==> config.mk <==
export PLATFORM = sky130hd
export DESIGN_NAME = backprop_delta
export DESIGN_NICKNAME = d
export VERILOG_FILES = /design/src/rtl/backprop_delta_pkg.sv /design/src/rtl/backprop_delta_relu_deriv_mask.sv /design/src/rtl/backprop_delta.sv
export SDC_FILE = /design/constraint.sdc
export NUM_CORES = 1
export LEC_CHECK = 0
export ABC_AREA = 1
export ABC_CLOCK_PERIOD_IN_PS = 6400
export BUFFER_PORTS_ARGS = -buffer_cell sky130_fd_sc_hd__buf_2
export CORE_UTILIZATION = 55
export CTS_BUF_LIST = sky130_fd_sc_hd__clkbuf_2
export DETAILED_ROUTE_END_ITERATION = 6
export PLACE_DENSITY_LB_ADDON = 0.12
export SYNTH_ARGS = -nofsm -noshare
export SYNTH_HDL_FRONTEND = slang
export SYNTH_HIERARCHICAL = 1
export SYNTH_SLANG_ARGS = --single-unit
==> constraint.sdc <==
create_clock -name clk -period 6.4 [get_ports clk]
set_input_delay 0 -clock clk [delete_from_list [all_inputs] [get_ports clk]]
set_output_delay 0 -clock clk [all_outputs]
set_load 0.02 [all_outputs]
==> src/rtl/backprop_delta_pkg.sv <==
// backprop_delta_pkg: shared Q7.8 constants, data type and FSM states for backprop_delta
package backprop_delta_pkg;

    localparam int NBITS = 16;
    localparam int FRAC  = 8;

    // relu'(z) for non-negative z, i.e. 1.0 in Q7.8
    localparam logic [NBITS-1:0] ONE_Q = 16'h0100;

    typedef logic signed [NBITS-1:0] q_t;

    typedef enum logic [1:0] {
        IDLE,
        RUN,
        DRAIN
    } state_t;

endpackage

==> src/rtl/backprop_delta_relu_deriv_mask.sv <==
// relu_deriv_mask: passes err through when relu'(z) = 1.0 (z >= 0), else 0
//   z      : forward pre-activation, signed Q7.8
//   err    : back-propagated error, signed Q7.8
//   masked : err * relu'(z), which is err or 0
module relu_deriv_mask #(
    parameter int NBITS = backprop_delta_pkg::NBITS
) (
    input  logic signed [NBITS-1:0] z,
    input  logic        [NBITS-1:0] err,
    output logic        [NBITS-1:0] masked
);

    // z = 0 counts as active, so only a set sign bit kills the error
    assign masked = (z < 0) ? '0 : err;

endmodule

==> src/rtl/backprop_delta.sv <==
// backprop_delta: streams delta = (err * relu'(z) * lr) >> FRAC over one vector of N_NEURON elements
//   clk, rst            : clock, asynchronous active-high reset
//   start, lr           : begin a vector (IDLE only); lr latched on the accepted start
//   in_valid / in_ready : element handshake carrying err and z
//   out_valid/out_ready : result handshake carrying delta and out_last
//   done                : one-cycle pulse once the last result has left the pipeline
// Build option: define DELTA_SAT_EN to clamp delta to the Q7.8 range instead of wrapping.
module backprop_delta #(
    parameter int NBITS    = backprop_delta_pkg::NBITS,
    parameter int FRAC     = backprop_delta_pkg::FRAC,
    parameter int N_NEURON = 8
) (
    input  logic             clk,
    input  logic             rst,
    input  logic             start,
    input  logic [NBITS-1:0] lr,
    input  logic             in_valid,
    output logic             in_ready,
    input  logic [NBITS-1:0] err,
    input  logic [NBITS-1:0] z,
    output logic             out_valid,
    input  logic             out_ready,
    output logic [NBITS-1:0] delta,
    output logic             out_last,
    output logic             done
);
    import backprop_delta_pkg::*;

    localparam int            CW       = N_NEURON > 1 ? $clog2(N_NEURON) : 1;
    localparam logic [CW-1:0] LAST_IDX = CW'(N_NEURON - 1);

    state_t                    state, state_nx;
    logic [CW-1:0]             cnt;
    logic [NBITS-1:0]          lr_q, masked;
    logic signed [NBITS-1:0]   s1_err, s1_lr;
    logic                      s1_valid, s1_last;
    logic [NBITS-1:0]          s2_delta;
    logic                      s2_valid, s2_last;
    logic                      advance, accept, last_acc;
    logic signed [2*NBITS-1:0] prod, shifted;
    logic [NBITS-1:0]          delta_nx;

    relu_deriv_mask #(.NBITS(NBITS)) u_mask (
        .z      (z),
        .err    (err),
        .masked (masked)
    );

    // the whole pipeline moves together; it only stalls on a blocked output
    assign advance = !s2_valid || out_ready;

    always_comb begin
        in_ready = (state == RUN) && advance;
        accept   = in_ready && in_valid;
        last_acc = accept && (cnt == LAST_IDX);
        done     = (state == DRAIN) && !s1_valid && !s2_valid;
        state_nx = (state == IDLE && start) ? RUN :
                   last_acc                 ? DRAIN :
                   done                     ? IDLE : state;
    end

    always_ff @(posedge clk or posedge rst) begin
        if (rst) begin
            state <= IDLE;
            cnt   <= '0;
            lr_q  <= '0;
        end else begin
            state <= state_nx;
            if (state == IDLE && start) begin
                lr_q <= lr;
                cnt  <= '0;
            end else if (accept) begin
                cnt <= cnt + CW'(1);
            end
        end
    end

    // sign-extend both operands so the full signed product is formed
    assign prod    = (2*NBITS)'(s1_err) * (2*NBITS)'(s1_lr);
    assign shifted = prod >>> FRAC;

`ifdef DELTA_SAT_EN
    localparam logic signed [2*NBITS-1:0] DMAX = {{(NBITS+1){1'b0}}, {(NBITS-1){1'b1}}};
    localparam logic signed [2*NBITS-1:0] DMIN = ~DMAX;

    assign delta_nx = shifted > DMAX ? NBITS'(DMAX) :
                      shifted < DMIN ? NBITS'(DMIN) : NBITS'(shifted);
`else
    assign delta_nx = NBITS'(shifted);
`endif

    always_ff @(posedge clk or posedge rst) begin
        if (rst) begin
            s1_valid <= 1'b0;
            s1_last  <= 1'b0;
            s1_err   <= '0;
            s1_lr    <= '0;
            s2_valid <= 1'b0;
            s2_last  <= 1'b0;
            s2_delta <= '0;
        end else if (advance) begin
            s1_valid <= accept;
            s1_last  <= last_acc;
            s1_err   <= masked;
            s1_lr    <= lr_q;
            s2_valid <= s1_valid;
            s2_last  <= s1_valid && s1_last;
            // keep the last result on delta while the pipeline runs empty
            if (s1_valid)
                s2_delta <= delta_nx;
        end
    end

    assign out_valid = s2_valid;
    assign out_last  = s2_last;
    assign delta     = s2_delta;

endmodule

## After elaboration in Yosys (flattened, before gate mapping)

Cells that the tools add are included.

- Memory bits (read-only): 0
- Register bits after elaboration: 73
- Output and inout bits: 20
- RAM bits: 0
- Memories: 0
- Word-level logic and storage cells: 36
- Latch bits: 0

- Reduce and logical (&&, ||, !) cells: 14
- Multiply operators: 1
- Bitwise gates (word level): 0
- Divide/modulo/power cells: 0
- $add $sub $neg: 1
- Eq/ne operators: 3
- Shift-type cells: 0
- Muxes and demuxes: 6
- Magnitude comparators: 1

Operator list:

| operator | count |
|---|---|
| $mul 16x16->24 | 1 |
| $lt 16x1->1 const B | 1 |
| $mux 16 | 1 |
| $logic_and 1x1->1 | 7 |
| $mux 2 | 3 |
| $mux 3 | 2 |
| $add 3x1->3 const B | 1 |
| $eq 3x3->1 const B | 1 |
| $reduce_bool 3->1 | 1 |
| $eq 2x1->1 const B | 1 |
| $eq 2x2->1 const B | 1 |
| $logic_not 1->1 | 2 |
| $logic_not 2->1 | 1 |
| $reduce_and 2->1 | 1 |
| $reduce_bool 2->1 | 1 |
| $logic_or 1x1->1 | 1 |

## Longest topological paths before layout

Gate-level depths: netlist of run 1.

- Word-level depth: 7
- Depth in mapped cells: 28
- Gate-level depth less buffers: 27

## Modules after synthesis

The synthesis of run 1 kept the hierarchy.

By module, submodules not included:

| module | cells an instance | area each (um2) | instances | seq. area each (um2) |
|---|---|---|---|---|
| backprop_delta | 1401 | 10963.0 | 1 | 1826.8 |
| relu_deriv_mask | 34 | 153.9 | 1 | 0.0 |

## Worst setup path before layout of run 1

No wires, ideal clock.

- Kind: reg-to-reg
- From: register s1_lr[2]
- To: register s2_delta[8] (netlist: delta[8])
- Path slack: 1.066 ns
- Buffers on the path: 2
- Stages on the path, launching flop included: 23
- Data required time: 6.279 ns
- Library setup time: 0.121 ns
- Arrival: 5.213 ns
- Path through: dfrtp_1 -> clkbuf_1 -> clkbuf_1 -> nand2_1 -> fa_1 -> fa_1 -> fa_1 -> fa_1 -> inv_1 -> fa_1 -> inv_1 -> fa_1 -> inv_1 -> ha_1 -> nand2_1 -> nor2_2 -> inv_2 -> o21bai_1 -> a21oi_1 -> o21ai_1 -> nand2_1 -> nand2_1 -> o21ai_1

- Word-level cells in the longest chain between the ends: 1

Ends and longest elaborated chain:

| item | RTL line | text |
|---|---|---|
| start, declared | backprop_delta.sv:35 | `logic signed [NBITS-1:0] s1_err, s1_lr;` |
| start signal, assigned | backprop_delta.sv:105 | `s1_lr <= lr_q;` |
| $mul 16x16->24 | backprop_delta.sv:79 | `assign prod = (2*NBITS)'(s1_err) * (2*NBITS)'(s1_lr);` |
| end signal, assigned | backprop_delta.sv:110 | `s2_delta <= delta_nx;` |
| end, declared | backprop_delta.sv:37 | `logic [NBITS-1:0] s2_delta;` |

No other way between the ends.
A chain may end at the register's enable or synchronous reset.

## Final worst setup path of run 1

- From: register s1_lr[3]
- To: register s2_delta[15] (netlist: delta[15])

The elaborated chain is that of the path after synthesis.

==> impl_metrics.env, run 1 <==
export IMPL_die_height_um=144.2
export IMPL_syn_inst=1435
export IMPL_ys_flop_type="dfrtp_1"
export IMPL_drt_iter0_drc=530
export IMPL_ys_warn_count=6
export IMPL_reg2reg_from="s1_lr[3]"
export IMPL_synth_area_leader_cell="fa_1"
export IMPL_worstPathMaxFanout=17
export IMPL_setup_viol=0
export IMPL_yosys_top_cells_area="fa_1 (33%), dfrtp_1 (16%), inv_1 (14%), nand2_1 (14%), ha_1 (8.1%)"
export IMPL_core_area_um2=19650
export IMPL_worstPathCellList="nand2_1 > inv_1 > fa_1 > inv_1 > fa_1 > fa_1 > fa_1 > fa_1 > fa_1 > inv_1 > ha_1 > inv_1 > o21bai_1 > nand3_1 > nand2_1 > a21oi_1 > o21ai_0 > nor2_1 > nand3_1 > nand3_1 > nand2_1"
export IMPL_path_clk_slew_ps=260
export IMPL_hold_depth=3
export IMPL_die_area_um2=20790
export IMPL_post_route_drc_count=0
export IMPL_synth_top_area_share_pct=33.49
export IMPL_place_congestion=0.8565
export IMPL_wl_per_cell_um=14.75
export IMPL_period_minus_slack_ps=5854
export IMPL_cts_buffers=9
export IMPL_cts_tree="done"
export IMPL_synth_edf_count=0
export IMPL_critPathLaunchType="flip-flop"
export IMPL_grt_max_degree=74
export IMPL_cts_setup_buffers=0
export IMPL_clock_latency_ps=600
export IMPL_grtUsageTotal_pct=28.42
export IMPL_holdCritStartpoint="lr[7]"
export IMPL_r2r_slack_ps=550
export IMPL_cts_root_buf="clkbuf_2"
export IMPL_finalMaxSlewViolations=0
export IMPL_hold_path_class="input pin to flip-flop"
export IMPL_fin_crit_sh_pct=91.47
export IMPL_antenna_found_initial=1
export IMPL_async_reset_ff_share_pct=100.0
export IMPL_initial_core_util_pct=56.56
export IMPL_first_global_vias=9246
export IMPL_area_growth_pct=10.38
export IMPL_ys_top_cells_by_count="inv_1 (413), nand2_1 (408), fa_1 (186), dfrtp_1 (73), ha_1 (72)"
export IMPL_cp_arrival_ps=6380
export IMPL_die_w_um=144.2
export IMPL_relSlewSlack_pct=37.29
export IMPL_final_hold_violation_count=0
export IMPL_worstSetupStartpoint="s1_lr[3]"
export IMPL_synth_fp_nets=1746
export IMPL_fin_setup_tns_ps=0
export IMPL_r2r_worst_path_cells=21
export IMPL_yosysUniqueCellTypes=40
export IMPL_top_level_ports=73
export IMPL_grt_pass1_wl_um=44580
export IMPL_cts_buffer_depth=2
export IMPL_ant_nets=0
export IMPL_io_buffer_count=57
export IMPL_crit_path_top_delay_cell="dfrtp_1"
export IMPL_slowest_delay_ps=720
export IMPL_ys_ff_latch=73
export IMPL_finClkSkew_ps=36.77
export IMPL_cts_num_sinks=73
export IMPL_routed_wl_um=26280
export IMPL_ys_seq_area_share_pct=16.43
export IMPL_h_tree_depth=3
export IMPL_synth_most_common_cell="inv_1"
export IMPL_rows=51
export IMPL_grt_overflow=0
export IMPL_dp_hpwl_um=20250
export IMPL_rsz0062_at_grt="false"
export IMPL_vias=8819
export IMPL_status="finished clean"
export IMPL_worst_pin_slew_ps=938.0
export IMPL_endpoint_kind="flip-flop"
export IMPL_final_layout_size_suffix_gt1_share_pct=8.377
export IMPL_path_class="flip-flop to flip-flop"
export IMPL_viasPerCell=4.949
export IMPL_max_cap_violations=0
export IMPL_crit_top_cell="fa_1"
export IMPL_nets=1822
export IMPL_fmax_ghz=0.1708
export IMPL_required_ps=6930
export IMPL_first_pass_iters=7
export IMPL_syn_area_um2=11120
export IMPL_synth_avg_cell_area_um2=7.747
-- metrics by stage --
step	worst slack, ps	util (%)	hold slack [ps]	cell area [um2]	cells
3_5_place_dp	624.6	58.66	235.8	11530	1704
2_1_floorplan	1066	-	150.6	11120	1435
3_3_place_gp	647.1	58.66	231.7	11530	1704
5_1_grt	192.0	62.43	86.98	12270	1782
6_report	545.9	62.43	135.1	12270	1782
4_1_cts	614.7	62.42	103.2	12270	1781
-- layout make-up --
class                           instances  area (um2)
Antenna cell                            1       2.502
Sequential cell                        73        1827
Fill cell                            1831        7383
Tap cell                              265       331.6
Inverter                              418        1569
Clock buffer                            9       45.04
Multi-Input combinational cell        881        7441
Timing Repair Buffer                  128       970.9
Clock inverter                          7       83.83
-- layout by cell type, fill, tap and decap left out, drive strengths merged --
cell / instances
a211oi: 2
a21boi: 1
a21o: 3
a21oi: 27
a31oi: 3
and2: 1
buf: 67
bufinv: 1
clkbuf: 9
clkinv: 1
clkinvlp: 1
dfrtp: 73
diode: 1
dlygate4sd3: 61
fa: 186
ha: 72
inv: 422
mux2: 16
mux2i: 1
nand2: 418
nand3: 35
nand3b: 3
nand4: 3
nor2: 50
nor3: 6
nor4: 4
o21ai: 34
o21bai: 5
or2: 3
xnor2: 5
xor2: 3
-- flip-flops by register name (all words and copies together) (netlist names) --
register	cells
cnt	3
delta	16
lr_q	16
out_last	1
out_valid	1
s1_err	16
s1_last	1
s1_lr	16
s1_valid	1
state	2
-- critical path, delay by kind of cell (launching register included) --
kind / cells / cell delay [ps]
DFF: 1 / 720
AOI/OAI and AO/OA: 3 / 400
buffers and inverters: 4 / 390
and+or+nand+nor: 7 / 810
adders and majority gates: 7 / 3490
-- layer usage --
layer  share of wire (%)  track usage [%]  vias up
met3                 3.9            3.079       36
li1                    -                -     4232
met5                   0                0        -
met4                 2.2            8.421        0
met2                  52            52.73      206
met1                  42            34.61     4345
-- cell families (layout without fill, tap and decap cells) --
kind of cell | count (synthesis) | count (layout) | share of synthesized area (%)
buf+inv | 481 | 562 | 16.63
flops | 73 | 73 | 16.43
other cells | 0 | 1 | 0
mux | 17 | 17 | 1.711
compound gates | 75 | 75 | 3.658
fa+ha+maj | 258 | 258 | 41.60
xor+xnor | 8 | 8 | 0.6303
simple gates | 523 | 523 | 19.34
-- final timing paths --
path                                  end
worst min-delay path              lr_q[7]
worst max register to register  delta[15]
max in group asynchronous       delta[10]
worst min register to register   s1_lr[1]
worst max-delay path            delta[15]
min in group asynchronous       s1_lr[12]
-- timing repair --
action	in CTS	in global routing
endpoints found under the hold margin	123	0
gates resized for setup	0	0
hold buffers	61	0
Power of run 1 is not shown: default switching activity piles up to over one toggle a cycle in this logic, so the estimate is an artifact.
==> run 2: changes to the inputs <==
--- a/config.mk
+++ b/config.mk
@@ -12,6 +12,7 @@
 export CTS_BUF_LIST = sky130_fd_sc_hd__clkbuf_2
 export DETAILED_ROUTE_END_ITERATION = 6
 export PLACE_DENSITY_LB_ADDON = 0.12
+export RECOVER_POWER = 25
 export SYNTH_ARGS = -nofsm -noshare
 export SYNTH_HDL_FRONTEND = slang
 export SYNTH_HIERARCHICAL = 1
==> impl_metrics.env, run 2 (synthesis gave the netlist of run 1 again) <==
export IMPL_period_minus_slack_ps=5833
export IMPL_cts_buffer_depth=2
export IMPL_relSlewSlack_pct=-162.4
export IMPL_worst_pin_slew_ps=3937
export IMPL_finalMaxSlewViolations=74
export IMPL_h_tree_depth=3
export IMPL_grtUsageTotal_pct=28.42
export IMPL_first_pass_iters=7
export IMPL_rsz0062_at_grt="false"
export IMPL_fin_crit_sh_pct=91.15
export IMPL_holdCritStartpoint="lr[7]"
export IMPL_fin_setup_tns_ps=0
export IMPL_fmax_ghz=0.1714
export IMPL_slowest_delay_ps=870
export IMPL_wl_per_cell_um=14.75
export IMPL_post_route_drc_count=0
export IMPL_final_cell_mix="inv_1 (413), nand2_1 (408), fa_1 (186)"
export IMPL_cp_num_buf_inv=1
export IMPL_cts_root_buf="clkbuf_2"
export IMPL_first_global_vias=9246
export IMPL_crit_path_top_delay_cell="dfrtp_1"
export IMPL_status="finished with violations"
export IMPL_critPathLaunchType="flip-flop"
export IMPL_crit_top_cell="fa_1"
export IMPL_top_level_ports=73
export IMPL_area_growth_pct=10.34
export IMPL_reg2reg_from="s1_lr[7]"
export IMPL_clock_latency_ps=600
export IMPL_cts_num_sinks=73
export IMPL_final_common_cell="inv_1"
export IMPL_grt_pass1_wl_um=44580
export IMPL_vias=8830
export IMPL_hold_path_class="input pin to flip-flop"
export IMPL_drt_iter0_drc=593
export IMPL_r2r_slack_ps=570
export IMPL_finClkSkew_ps=38.06
export IMPL_cts_tree="done"
export IMPL_ant_nets=0
export IMPL_final_hold_violation_count=0
export IMPL_crit_family="adder cells"
export IMPL_io_buffer_count=57
export IMPL_setup_viol=0
export IMPL_rows=51
export IMPL_viasPerCell=4.955
export IMPL_required_ps=6920
export IMPL_worstPathMaxFanout=18
export IMPL_routed_wl_um=26290
export IMPL_max_cap_violations=1
export IMPL_place_congestion=0.8565
export IMPL_path_class="flip-flop to flip-flop"
export IMPL_cts_setup_buffers=0
export IMPL_cp_arrival_ps=6350
export IMPL_grt_max_degree=74
export IMPL_nets=1822
export IMPL_dp_hpwl_um=20250
export IMPL_endpoint_kind="flip-flop"
export IMPL_cts_resized=0
export IMPL_initial_core_util_pct=56.56
export IMPL_worstPathCellList="nand2_1 > fa_1 > inv_1 > fa_1 > fa_1 > fa_1 > fa_1 > fa_1 > ha_1 > a21oi_1 > o21ai_0 > a21oi_1 > o21ai_0 > nor2_1 > nand3_1 > nand3_1 > nand2_1"
export IMPL_grt_overflow=0
export IMPL_violations="capacitance limit, slew limit"
export IMPL_cts_buffers=9
export IMPL_die_area_um2=20790
export IMPL_core_area_um2=19650
export IMPL_path_clk_slew_ps=270
export IMPL_final_layout_size_suffix_gt1_share_pct=8.245
export IMPL_worstSetupStartpoint="s1_lr[7]"
export IMPL_die_height_um=144.2
export IMPL_die_w_um=144.2
export IMPL_antenna_found_initial=1
-- run 2: cell count changes in the layout (fill, tap and decap cells not counted), sizes merged --
cell | before | now
buf | 67 | 66
clkbuf | 9 | 10
-- run 2: final timing paths --
check                       endpoint  cells past startpoint
setup / recovery           delta[15]                     17
hold / removal               lr_q[7]                      3
setup reg to reg           delta[15]                     17
hold reg to reg             s1_lr[1]                      2
max in group asynchronous  delta[10]                      4
min in group asynchronous   lr_q[12]                      4
-- run 2: layout make-up --
| type | instances | area, um2 |
|---|---|---|
| fillers | 1833 | 7387 |
| diodes | 1 | 2.502 |
| multi-input cells | 881 | 7441 |
| flip-flops and latches | 73 | 1827 |
| clock inverters | 7 | 83.83 |
| clock buffers | 9 | 45.04 |
| well taps | 265 | 331.6 |
| inverters | 418 | 1569 |
| repair buffers | 128 | 967.2 |
-- run 2: worst register-to-register path: cells and delay by family (launching register included) --
family	cells	cell delay (ps)
fa+ha+maj	7	3360
flops	1	870
compound gates	4	790
simple gates	5	690
buf+inv	1	50
-- run 2: metrics by stage --
| step | instance area [um2] | setup slack [ps] | hold slack (ps) | cells | utilization (%) |
|---|---|---|---|---|---|
| after detailed placement | 11530 | 624.6 | 235.8 | 1704 | 58.66 |
| after CTS | 12270 | 614.7 | 103.2 | 1781 | 62.42 |
| after floorplan | 11120 | 1066 | 150.6 | 1435 | - |
| final | 12270 | 566.6 | 138.2 | 1782 | 62.41 |
| after global routing | 12270 | 192.0 | 86.98 | 1782 | 62.41 |
| after global placement | 11530 | 647.1 | 231.7 | 1704 | 58.66 |
-- run 2: routing by layer --
metal	track usage, %	up-vias	wire, um
met5	0	-	0
met4	8.421	0	576
met3	3.079	37	1025
met2	52.73	197	13590
met1	34.61	4365	11090
li1	-	4231	-
-- run 2: what timing repair did --
item / 4_1_cts / 5_1_grt
setup endpoints to repair: 0 / 0
hold buffers: 61 / 0
hold endpoints to repair: 123 / 0
Power of run 2 is left out for the same reason.
==> run 3: changes to the inputs <==
--- a/config.mk
+++ b/config.mk
@@ -8,7 +8,7 @@
 export ABC_AREA = 1
 export ABC_CLOCK_PERIOD_IN_PS = 6400
 export BUFFER_PORTS_ARGS = -buffer_cell sky130_fd_sc_hd__buf_2
-export CORE_UTILIZATION = 55
+export CORE_UTILIZATION = 46
 export CTS_BUF_LIST = sky130_fd_sc_hd__clkbuf_2
 export DETAILED_ROUTE_END_ITERATION = 6
 export PLACE_DENSITY_LB_ADDON = 0.12
==> impl_metrics.env, run 3 (synthesis gave the netlist of run 1 again) <==
export IMPL_status="finished with violations"
export IMPL_violations="capacitance limit, slew limit"
export IMPL_ant_nets=0
export IMPL_rsz0062_at_grt="false"
export IMPL_endpoint_kind="flip-flop"
export IMPL_place_congestion=0.8547
export IMPL_grt_max_degree=74
export IMPL_path_clk_slew_ps=280
export IMPL_fmax_ghz=0.1694
export IMPL_period_minus_slack_ps=5905
export IMPL_grtUsageMet2_pct=44.14
export IMPL_final_hold_violation_count=0
export IMPL_finClkSkew_ps=37.17
export IMPL_use_met3_pct=4.460
export IMPL_hold_depth=3
export IMPL_grt_overflow=0
export IMPL_h_tree_depth=3
export IMPL_die_height_um=157.5
export IMPL_routed_wl_um=27710
export IMPL_r2r_worst_path_cells=20
export IMPL_cts_root_buf="clkbuf_2"
export IMPL_final_cell_mix="inv_1 (412), nand2_1 (408), fa_1 (186)"
export IMPL_holdCritStartpoint="lr[12]"
export IMPL_critPathLaunchType="flip-flop"
export IMPL_die_w_um=157.5
export IMPL_layout_cells_non_filler=1842
export IMPL_io_buffer_count=57
export IMPL_worst_pin_slew_ps=3999
export IMPL_final_layout_size_suffix_gt1_share_pct=8.673
export IMPL_vias=8754
export IMPL_cts_buffers=9
export IMPL_cts_num_sinks=73
export IMPL_required_ps=6950
export IMPL_final_common_cell="inv_1"
export IMPL_drt_iter0_drc=380
export IMPL_fin_setup_tns_ps=0
export IMPL_setup_viol=0
export IMPL_cts_buffer_depth=2
export IMPL_wl_per_cell_um=15.04
export IMPL_first_pass_iters=5
export IMPL_relSlewSlack_pct=-166.6
export IMPL_path_class="flip-flop to flip-flop"
export IMPL_post_route_drc_count=0
export IMPL_worstPathMaxFanout=18
export IMPL_cp_arrival_ps=6450
export IMPL_cts_tree="done"
export IMPL_rows=56
export IMPL_cts_setup_buffers=0
export IMPL_max_cap_violations=1
export IMPL_nets=1828
export IMPL_n_fill_cell=2339
export IMPL_top_level_ports=73
export IMPL_grt_use_met1_pct=31.06
export IMPL_timing_hold_ws_ps=109.8
export IMPL_busiest_layer="met2"
export IMPL_grt_pass1_wl_um=46740
export IMPL_rr_endpoint="delta[13]"
export IMPL_initial_core_util_pct=47.08
export IMPL_first_global_vias=9358
export IMPL_worst_slack_ps=495.5
export IMPL_hold_path_class="input pin to flip-flop"
export IMPL_dp_cells=1764
export IMPL_r2r_slack_ps=500
export IMPL_finalMaxSlewViolations=74
export IMPL_area_growth_pct=11.39
export IMPL_die_area_um2=24790
export IMPL_antenna_found_initial=1
export IMPL_reg2reg_from="s1_lr[7]"
export IMPL_grtUsageTotal_pct=24.83
export IMPL_clock_latency_ps=630
export IMPL_viasPerCell=4.752
export IMPL_core_area_um2=23610
export IMPL_dp_hpwl_um=21490
export IMPL_dpl_worst_slack_ps=501.4
export IMPL_hold_path_end="lr_q[12]"
export IMPL_fin_crit_sh_pct=92.26
[run 3: routing by layer]
layer  vias to the layer above  routed length [um]  share of wire (%)
met5                         -                   0                  0
met4                         0                 460                1.7
met3                        28                1065                3.8
met2                       140               13960                 50
met1                      4350               12220                 44
li1                       4236                   -                  -
[run 3: worst max path at each step]
| stage | start | cells after the start | end | slack (ps) |
|---|---|---|---|---|
| finish | s1_lr[7] | 20 | delta[13] | 500 |
| global placement | s1_lr[2] | 18 | delta[13] | 590 |
| detailed placement | s1_lr[2] | 18 | delta[13] | 500 |
| floorplan | s1_lr[2] | 22 | delta[8] | 1070 |
| CTS | s1_lr[2] | 18 | delta[13] | 450 |
| global route | s1_lr[7] | 20 | delta[13] | 50 |
[run 3: critical path, stage by stage (launching register included)]
cell and delay (ps):
dfrtp_1 960, nand2_1 180, fa_1 560, inv_1 50
fa_1 500, inv_1 60, fa_1 530, inv_1 50
fa_1 450, fa_1 480, inv_1 50, fa_1 470
inv_1 40, ha_1 360, nand2_1 130, nor4_1 400
nand3_1 130, nand3_1 160, o21ai_1 70, a21oi_1 120
nor2_1 50
[run 3: metrics by stage]
step	utilization [%]	cell area [um2]
finish	52.44	12380
global route	52.44	12380
CTS	52.45	12380
detailed placement	49.31	11640
global placement	49.31	11640
floorplan	-	11120
[run 3: timing repair]
item                       CTS  global route
hold buffers                61             0
hold endpoints to repair   126             0
gates resized for setup      0             1
setup endpoints to repair    0             1
[run 3: layout make-up]
| cell class | instances | area (um2) | area share (%) |
|---|---|---|---|
| Clock buffer | 9 | 45.04 | 0.3637 |
| Tap cell | 319 | 399.1 | 3.223 |
| Inverter | 418 | 1570 | 12.68 |
| Sequential cell | 73 | 1828 | 14.76 |
| Antenna cell | 1 | 2.502 | 0.02021 |
| Multi-Input combinational cell | 881 | 7441 | 60.09 |
| Clock inverter | 7 | 86.33 | 0.6972 |
| Timing Repair Buffer | 134 | 1011 | 8.164 |
Power of run 3 is left out for the same reason.
